===== config.mk =====
export PLATFORM = sky130hd
export DESIGN_NAME = dsp48a1_mac_sequencer
export DESIGN_NICKNAME = d
export VERILOG_FILES = /design/src/rtl/dsp48a1_mac_sequencer.sv
export SDC_FILE = /design/constraint.sdc
export NUM_CORES = 1
export LEC_CHECK = 0
export ABC_AREA = 1
export ABC_CLOCK_PERIOD_IN_PS = 2700
export CAP_MARGIN = 30
export CORE_AREA = 4 4 66 44
export DETAILED_ROUTE_END_ITERATION = 16
export DIE_AREA = 0 0 70 48
export PLACE_DENSITY = 0.81
export SYNTH_ARGS = -nofsm -noshare
export SYNTH_HDL_FRONTEND = slang
export SYNTH_SLANG_ARGS = --single-unit

===== constraint.sdc =====
create_clock -name clk -period 2.7 [get_ports clk]
set_clock_uncertainty 0.05 [all_clocks]
set_input_delay 0.54 -clock clk [delete_from_list [all_inputs] [get_ports clk]]
set_output_delay 0.54 -clock clk [all_outputs]
set_load 0.1 [all_outputs]

===== src/rtl/dsp48a1_mac_sequencer.sv =====
`default_nettype none
// ============================================================================
// dsp48a1_mac_sequencer : CE/OPMODE sequencer for a DSP48A1 MAC job
// Revision: 1.0
// ============================================================================
module dsp48a1_mac_sequencer #(
  parameter int         LEN_W       = 8,
  parameter logic [7:0] OPMODE_LOAD = 8'h01,
  parameter logic [7:0] OPMODE_ACC  = 8'h09
) (
  input  logic             clk,
  input  logic             rst,
  input  logic             start,
  input  logic [LEN_W-1:0] len,
  input  logic             abort,
  output logic             busy,
  output logic             len_err,
  input  logic             in_valid,
  output logic             in_ready,
  output logic             ce_ab,
  output logic             ce_m,
  output logic             ce_p,
  output logic [7:0]       opmode,
  output logic             dsp_rst,
  output logic             out_valid,
  input  logic             out_ready
);

  typedef enum logic [1:0] {
    S_IDLE   = 2'd0,
    S_FEED   = 2'd1,
    S_DRAIN  = 2'd2,
    S_RESULT = 2'd3
  } state_t;

  state_t           r_state;
  logic [LEN_W-1:0] r_cnt;
  logic             r_first;
  logic             r_v0, r_f0, r_v1, r_f1;
  logic             r_len_err;
  logic             r_dsp_rst;

  logic w_abort;
  logic w_accept;

  // Abort masks the handshake so a pair offered in the abort cycle is dropped.
  assign w_abort  = abort && (r_state != S_IDLE);
  assign w_accept = (r_state == S_FEED) && in_valid && !abort;

  assign busy      = (r_state != S_IDLE);
  assign in_ready  = (r_state == S_FEED) && !abort;
  assign ce_ab     = w_accept;
  assign ce_m      = r_v0;
  assign ce_p      = r_v1;
  assign opmode    = (r_v1 && r_f1) ? OPMODE_LOAD : OPMODE_ACC;
  assign out_valid = (r_state == S_RESULT);
  assign len_err   = r_len_err;
  assign dsp_rst   = r_dsp_rst;

  always_ff @(posedge clk or negedge rst) begin
    if (!rst) begin
      r_state   <= S_IDLE;
      r_cnt     <= '0;
      r_first   <= 1'b0;
      r_v0      <= 1'b0;
      r_f0      <= 1'b0;
      r_v1      <= 1'b0;
      r_f1      <= 1'b0;
      r_len_err <= 1'b0;
      r_dsp_rst <= 1'b0;
    end else begin
      r_len_err <= 1'b0;
      r_dsp_rst <= 1'b0;
      // Token pipe tracks each accepted pair through the A/B and M registers.
      r_v0 <= w_accept;
      r_f0 <= w_accept && r_first;
      r_v1 <= r_v0;
      r_f1 <= r_f0;
      if (w_abort) begin
        r_state   <= S_IDLE;
        r_cnt     <= '0;
        r_first   <= 1'b0;
        r_v0      <= 1'b0;
        r_f0      <= 1'b0;
        r_v1      <= 1'b0;
        r_f1      <= 1'b0;
        r_dsp_rst <= 1'b1;
      end else begin
        case (r_state)
          S_IDLE: begin
            if (start) begin
              if (len == '0) begin
                r_len_err <= 1'b1;
              end else begin
                r_cnt   <= len;
                r_first <= 1'b1;
                r_state <= S_FEED;
              end
            end
          end
          S_FEED: begin
            if (w_accept) begin
              r_cnt   <= r_cnt - 1'b1;
              r_first <= 1'b0;
              if (r_cnt == LEN_W'(1)) r_state <= S_DRAIN;
            end
          end
          S_DRAIN: begin
            if (r_v1 && !r_v0) r_state <= S_RESULT;
          end
          S_RESULT: begin
            if (out_ready) r_state <= S_IDLE;
          end
          default: r_state <= S_IDLE;
        endcase
      end
    end
  end

endmodule
`default_nettype wire


---- Word level (Yosys, flattened, before mapping) ----
Cells that the tools add are included.
cells by class
  add/subtract/negate cells ............... 1
  equal/unequal tests ..................... 10
  mux-type cells .......................... 28
  reductions and logical operators ........ 15
operators with widths
  operator             count
  $mux 8               4
  $pmux 8 s2           1
  $mux 2               7
  $mux 1               13
  $ne 3x3->1 const B   4
  $eq 8x1->1 const B   1
  $logic_not 8->1      1
  $pmux 2 s4           1
  $sub 8x1->8 const B  1
  $logic_and 1x1->1    7
  $reduce_and 6->1     1
  $eq 2x2->1 const B   2
  $mux 4               1
  $reduce_and 4->1     1
  $ne 3x1->1 const B   1
  $ne 3x2->1 const B   1
  $reduce_bool 3->1    1
  $eq 2x1->1 const B   1
  $logic_not 1->1      2
  $logic_not 2->1      1
  $pmux 1 s2           1
  $reduce_bool 2->1    1
word-level totals
  register bits after elaboration ......... 17
  input bits .............................. 14
  output and inout port bits .............. 16
  word-level logic and storage cells ...... 63

---- Longest topological paths before layout ----
Gate-level depths: netlist of the first run.
  word-level depth ........................ 6
  depth in mapped cells ................... 11
  depth with buffers taken out ............ 11

---- Worst setup path after synthesis of the first run ----
Ideal clock, no wire load.
  path type ............................... register to output
  from .................................... register r_state[1]
  to ...................................... output in_ready
  arrival time ............................ 1960 ps
  data required time ...................... 2110 ps
  path slack .............................. 150 ps
  cell stages (with the launch flop) ...... 5
  path buffers ............................ 0
  cells stage by stage .................... dfrtp_1 -> inv_1 -> ha_1 -> inv_1 -> nor2_1
between the ends
  longest elaborated chain between the ends .. 2
RTL lines
  what                    RTL line  RTL
  start, declared         36        state_t r_state;
  start signal, assigned  62        r_state <= S_IDLE;
  start signal, assigned  80        r_state <= S_IDLE;
  start signal, assigned  97        r_state <= S_FEED;
  $eq 2x1->1              51        assign in_ready = (r_state == S_FEED) && !abort;
  $logic_and 1x1->1       51
  end, declared           19        output logic in_ready,
Every way passes these cells.

---- Worst setup path after layout of the first run ----
  from .................................... register r_state[1]
  to ...................................... output ce_ab
between the ends
  longest elaborated chain between the ends .. 3
RTL lines
  what                             RTL line  RTL
  $eq 2x1->1                       48        assign w_accept = (r_state == S_FEED) && in_valid && !abort;
  $logic_and 1x1->1 (2 in series)  48
  end, declared                    20        output logic ce_ab,
Every way passes these cells.

==> reports/results.ini, run 1 <==
[grt]
grtUsageMet1_pct=21.6
antenna_found_initial=0
grt_remaining_overflow=0
grt_most_used_layer=met2
grtUsageTotal_pct=18.4
grt_pass1_vias=986
met3_usage_pct=5.66
grt_first_pass_wirelength_microns=4540
grt_max_degree=18
met2_usage_pct=32.3

[min_path]
whs_endpoint=r_f1$_DFF_PN0_
hold_start=r_f0$_DFF_PN0_
hold_depth=2
hp-class=flip-flop to flip-flop

[clock_tree]
cts.sinks=17
root_buffer=clkbuf_8
cts_tree=yes
cts_hold_buf=0
clk_pin_slew_worst_paths_ns=0.07
htree_levels=1
numCtsBuffers=3
clock_latency_ns=0.26
cts-resized-gates=0
clk_path_buf_depth=2
post_cts_buffers=0

[layout]
diodes=0
syn2layout_area_growth_pct=24.3
layoutNonFillerInstCount=224
nNetsFinal=213
drive_above_1_share_pct=10.4
fill_cells=240

[worst_setup_path]
crit_buf_inv=2
path_class=flip-flop to output port
r2r_cells=10
slowest_stage=dfrtp_1
endpoint_kind=output port
worstPathRequired_ns=2.11
crit_family=flip-flops
slowest_delay_ns=0.41
timing.rr.end=r_first$_DFFE_PN0P_
reg2reg_from=r_state[0]$_DFFE_PN0P_
startpoint_type=flip-flop
critPathMaxFanout=4
r2r_setup_slack_ns=0.83
arrival_ns=1.55
crit_chain=inv_1, ha_1, nand2_1, nor2_2, buf_12

[sta]
tightest_slew_ns=0.787
setup_viol=0
layout_min_cycle_time_ns=2.14
slew_viol_final=0
final.setup.tns_ns=0
timing.final.crit_share_pct=79.2
hold_ws_ns=0.420
fmax_mhz=468
hold_viol=0
relSlewSlack_pct=47.3
rsz0062_at_grt=false
layout_setup_ws_ns=0.562

[power_and_ir_drop]
ir_worst_vdd_mv=0.588
power_uw=1750
p_leak_uw=0.000751
powerDensity_nw_per_um2=1240

[yosys]
ys_types=19
synth.area.top_cells=dfrtp_1, nand2_1, nor2_1
ys_warn_count=0
ys_seq_area_share_pct=37.6
ys_seq_elements=17
synth_edf_count=0
yosysMostFrequentCell=nand2_1
yosysTopAreaCell=dfrtp_1
syn_area_sq_um=1130
synthFlopType=dfrtp_1
synth_common_cells=nand2_1, nor2_1, inv_1, dfrtp_1
synth.avg_cell_area_sq_um=6.73
synth_cells=168
postSynth.asyncResetShare_pct=100
synth_top_area_share_pct=37.6

[placed_design]
port_buffers=22
place_inst=220
dp_hpwl_microns=2180
post-place-ws_ns=0.563
place.gp.congestion=0.973

[drt]
drc=0
drt-initial-drc-count=64
wl_per_cell_microns=12.4
drt-vias-per-instance=4.99
drt_first_pass_iters=5
drt-total-wl_microns=2780
dr_total_vias=1117
antenna_left=0

[floorplanning]
start_util_pct=48.2
io_pins=30
dieHeight_microns=48
die_area_sq_um=3360
num_rows=14
dieWidth_microns=70
core_sq_um=2350

[job]
drv_cap=0

[run_status]
status=completed

[layout by cell type, fill, tap and decap left out, drive strengths merged]
master,netlist,final
nand2,66,66
nand3,7,7
conb,2,7
xnor2,2,2
clkdlybuf4s50,0,13
nor3,1,1
a21oi,2,2
inv,20,20
ha,6,6
nand3b,1,1
dfrtp,17,17
o21ai,8,8
clkinv,0,1
nor2,26,26
buf,7,9
nand4,3,3
clkbuf,0,3
[power breakdown]
| part | internal, uW | leakage [uW] | total (uW) | switching [uW] |
|---|---|---|---|---|
| sequential | 345 | 0.000221 | 430 | 84.8 |
| combinational | 323 | 0.000504 | 1130 | 805 |
| clock | 103 | 0.0000255 | 190 | 87.3 |
| total | 771 | 0.000751 | 1750 | 977 |
[state kept, by name (all words and copies together) (netlist names)]
name / flops
ce_m: 1
ce_p: 1
dsp_rst: 1
len_err: 1
r_cnt: 8
r_f0: 1
r_f1: 1
r_first: 1
r_state: 2
[worst reg2reg max path: stages, from the launching register on]
cell     delay (ns)
dfrtp_1        0.43
inv_1          0.10
ha_1           0.24
inv_2          0.08
nand2_2        0.09
nand2_2        0.13
o21ai_2        0.22
inv_1          0.10
nand2_2        0.20
nand2_1        0.08
o21ai_1        0.09
[final cells by class]
| cell class | count | area [sq um] | share of cell area [%] |
|---|---|---|---|
| multi-input cells | 129 | 597 | 42.4 |
| repair buffers | 22 | 223 | 15.8 |
| well taps | 32 | 40.0 | 2.85 |
| clock inverters | 1 | 5.00 | 0.356 |
| flip-flops and latches | 17 | 425 | 30.2 |
| inverters | 20 | 75.1 | 5.34 |
| clock buffers | 3 | 41.3 | 2.94 |
[per-layer routing]
metal / wire (microns) / share of wire (%) / vias up
met5: 0 / 0 / -
met4: 49 / 1.8 / 0
met3: 285 / 10 / 8
met2: 1280 / 46 / 67
met1: 1160 / 42 / 492
li1: - / - / 550
[per-stage QoR]
stage	area (sq um)	util, %
2_1_floorplan	1150	-
3_3_place_gp	1360	57.9
3_5_place_dp	1360	57.9
4_1_cts	1410	59.9
5_1_grt	1410	59.9
6_report	1410	59.9
[worst max-delay path by stage]
| stage | startpoint | end | slack, ns | depth (start not counted) |
|---|---|---|---|---|
| 5_1_grt | r_state[1]$_DFFE_PN0P_ | ce_ab | 0.49 | 5 |
| 3_3_place_gp | abort | ce_ab | 0.63 | 3 |
| 3_5_place_dp | abort | r_cnt[0]$_DFFE_PN0P_ | 0.56 | 9 |
| 6_report | r_state[1]$_DFFE_PN0P_ | ce_ab | 0.56 | 5 |
| 4_1_cts | r_state[1]$_DFFE_PN0P_ | ce_ab | 0.57 | 5 |
| 2_1_floorplan | r_state[1]$_DFFE_PN0P_ | in_ready | 0.15 | 4 |
[cells by family after synthesis]
kind of cell | Yosys count | share of synthesized area [%]
AOI/OAI and AO/OA | 10 | 4.76
xor gates and xnor gates | 2 | 1.55
adders and majority gates | 6 | 6.64
buffers and inverters | 27 | 11.3
DFF | 17 | 37.6
other | 2 | 0.664
and+or+nand+nor | 104 | 37.5
Power figures use the tool's default switching activity.
==> inputs of run 2 (changes only) <==
--- a/config.mk
+++ b/config.mk
@@ -6,12 +6,12 @@
 export NUM_CORES = 1
 export LEC_CHECK = 0
 export ABC_AREA = 1
-export ABC_CLOCK_PERIOD_IN_PS = 2700
+export ABC_CLOCK_PERIOD_IN_PS = 1800
 export CAP_MARGIN = 30
-export CORE_AREA = 4 4 66 44
+export CORE_AREA = 4 4 72 47
 export DETAILED_ROUTE_END_ITERATION = 16
-export DIE_AREA = 0 0 70 48
-export PLACE_DENSITY = 0.81
+export DIE_AREA = 0 0 76 51
+export PLACE_DENSITY = 0.73
 export SYNTH_ARGS = -nofsm -noshare
 export SYNTH_HDL_FRONTEND = slang
 export SYNTH_SLANG_ARGS = --single-unit
==> constraint.sdc (replaced) <==
create_clock -name clk -period 1.8 [get_ports clk]
set_clock_uncertainty 0.05 [all_clocks]
set_input_delay 0.36 -clock clk [delete_from_list [all_inputs] [get_ports clk]]
set_output_delay 0.36 -clock clk [all_outputs]
set_load 0.1 [all_outputs]
==> run 2 against run 1 <==
Against the previous run: power rose by 68%; first-iteration DRC count rose by 45%; final cell count rose by 4.0%; critical path type is now input pin to output port.
==> reports/results.ini, run 2 (synthesis results as in run 1) <==
[grt]
antenna_found_initial=0  ; unchanged
grt_max_degree=18  ; unchanged
grt_first_pass_wirelength_microns=4670  ; +2.9%
grtUsageMet1_pct=21.5  ; -0.12 points
grt_pass1_vias=1033  ; +4.8%
grtUsageTotal_pct=15.0  ; -3.4 points
met2_usage_pct=22.3  ; -10 points
grt_most_used_layer=met2
grt_remaining_overflow=0  ; unchanged
met3_usage_pct=4.93  ; -0.73 points

[placed_design]
dp_hpwl_microns=2230  ; +2.2%
port_buffers=22  ; unchanged
place.gp.congestion=0.934  ; -4.0%
post-place-ws_ns=-0.00668  ; -0.570 ns

[worst_setup_path]
timing.rr.end=r_cnt[5]$_DFFE_PN0P_
arrival_ns=1.33  ; -0.22 ns
slowest_delay_ns=0.46  ; +0.05 ns
slowest_stage=clkdlybuf4s50_1
startpoint_type=input pin
r2r_cells=9  ; -1
worstPathRequired_ns=1.39  ; -0.72 ns
crit_chain=clkdlybuf4s50_1, buf_4, nor2_2, buf_12
critPathLaunch=abort
critPathMaxFanout=4  ; unchanged
endpoint_kind=output port
path_class=input pin to output port
reg2reg_from=r_state[0]$_DFFE_PN0P_
worstSetupEndpoint=in_ready
r2r_setup_slack_ns=0.10  ; -0.73 ns

[sta]
fmax_mhz=573
layout_min_cycle_time_ns=1.74
layout_setup_ws_ns=0.0553  ; -0.507 ns
timing.final.crit_share_pct=96.9
slew_viol_final=0  ; unchanged
rsz0062_at_grt=true
setup_viol=0  ; unchanged
hold_ws_ns=0.382  ; -0.0380 ns
hold_viol=0  ; unchanged

[drt]
drt-vias-per-instance=4.90  ; -1.7%
wl_per_cell_microns=12.6  ; +1.9%
antenna_left=0  ; unchanged
drc=0  ; unchanged
dr_total_vias=1142  ; +2.2%
drt-initial-drc-count=93  ; +45%
drt_first_pass_iters=4  ; -1
drt-total-wl_microns=2940  ; +6.0%

[clock_tree]
root_buffer=clkbuf_8
cts.sinks=17  ; unchanged
htree_levels=1  ; unchanged
cts_tree=yes
cts_hold_buf=0  ; unchanged
numCtsBuffers=3  ; unchanged
clk_path_buf_depth=2  ; unchanged
clock_latency_ns=0.25  ; about the same
clk_pin_slew_worst_paths_ns=0.07  ; about the same

[power_and_ir_drop]
p_leak_uw=0.000813  ; +8.3%
ir_worst_vdd_mv=0.739  ; +26%
power_uw=2930  ; +68%
powerDensity_nw_per_um2=1810  ; +46%

[layout]
fill_cells=248  ; +3.3%
reg_top3=r_cnt: 8 flops, r_state: 2 flops
largest_register_ffs=8  ; unchanged
diodes=0  ; unchanged
top_register=r_cnt
final_cell_mix=nand2_1, nor2_1, inv_1
nNetsFinal=220  ; +3.3%
final_common_cell=nand2_1
drive_above_1_share_pct=20.6  ; +10 points
syn2layout_area_growth_pct=43.4

[floorplanning]
num_rows=15  ; +1
dieHeight_microns=51  ; +6.3%
die_area_sq_um=3880  ; +15%
start_util_pct=41.0  ; -7.2 points
core_sq_um=2760  ; +18%
dieWidth_microns=76  ; +8.6%
io_pins=30  ; unchanged

[job]
drv_cap=0  ; unchanged

[min_path]
hp-class=input pin to asynchronous set/reset pin

[run_status]
status=completed

==> run 2: what timing repair did <==
| action | 4_1_cts | 5_1_grt |
|---|---|---|
| gates resized for setup | 0 | 10 |
| endpoints found under the setup margin | 1 | 10 |
| pin swaps | 1 | 2 |
| setup buffers | 1 | 1 |
==> run 2: critical path: cells and delay by family <==
| kind | cells | cell delay (ns) |
|---|---|---|
| and+or+nand+nor | 1 | 0.15 |
| buffers and inverters | 3 | 0.82 |
==> run 2: where the power goes <==
| group | internal, uW | switching [uW] |
|---|---|---|
| sequential | 521 | 131 |
| combinational | 690 | 1300 |
| clock | 157 | 130 |
==> run 2: worst min path at each step <==
stage,to,start,cells after the start,slack (ns)
floorplan,ce_m$_DFF_PN0_,rst,0,0.01
global placement,r_f1$_DFF_PN0_,r_f0$_DFF_PN0_,2,0.40
detailed placement,r_f1$_DFF_PN0_,r_f0$_DFF_PN0_,2,0.42
CTS,ce_m$_DFF_PN0_,rst,2,0.39
global route,ce_m$_DFF_PN0_,rst,2,0.41
finish,ce_m$_DFF_PN0_,rst,2,0.38
==> run 2: final cells by class <==
| type | count | area, sq um | share of cell area (%) |
|---|---|---|---|
| Sequential cell | 17 | 428 | 26.4 |
| Inverter | 20 | 77.6 | 4.78 |
| Timing Repair Buffer | 29 | 363 | 22.4 |
| Tap cell | 34 | 42.5 | 2.62 |
| Clock buffer | 4 | 45.0 | 2.78 |
| Multi-Input combinational cell | 129 | 666 | 41.0 |
==> run 2: metal layers <==
layer,wire (microns),vias up
met4,14,0
met3,312,4
met1,1290,516
li1,-,563
met5,0,-
met2,1320,59
==> run 2: stage by stage <==
stage / TNS, ns / util (%) / instance area, sq um / std cells
finish: 0 / 58.8 / 1620 / 233
global route: -0.0540 / 58.8 / 1620 / 233
CTS: 0 / 57.2 / 1580 / 232
detailed placement: -0.0122 / 55.3 / 1530 / 227
global placement: 0 / 55.3 / 1530 / 227
floorplan: -0.597 / - / 1190 / 173
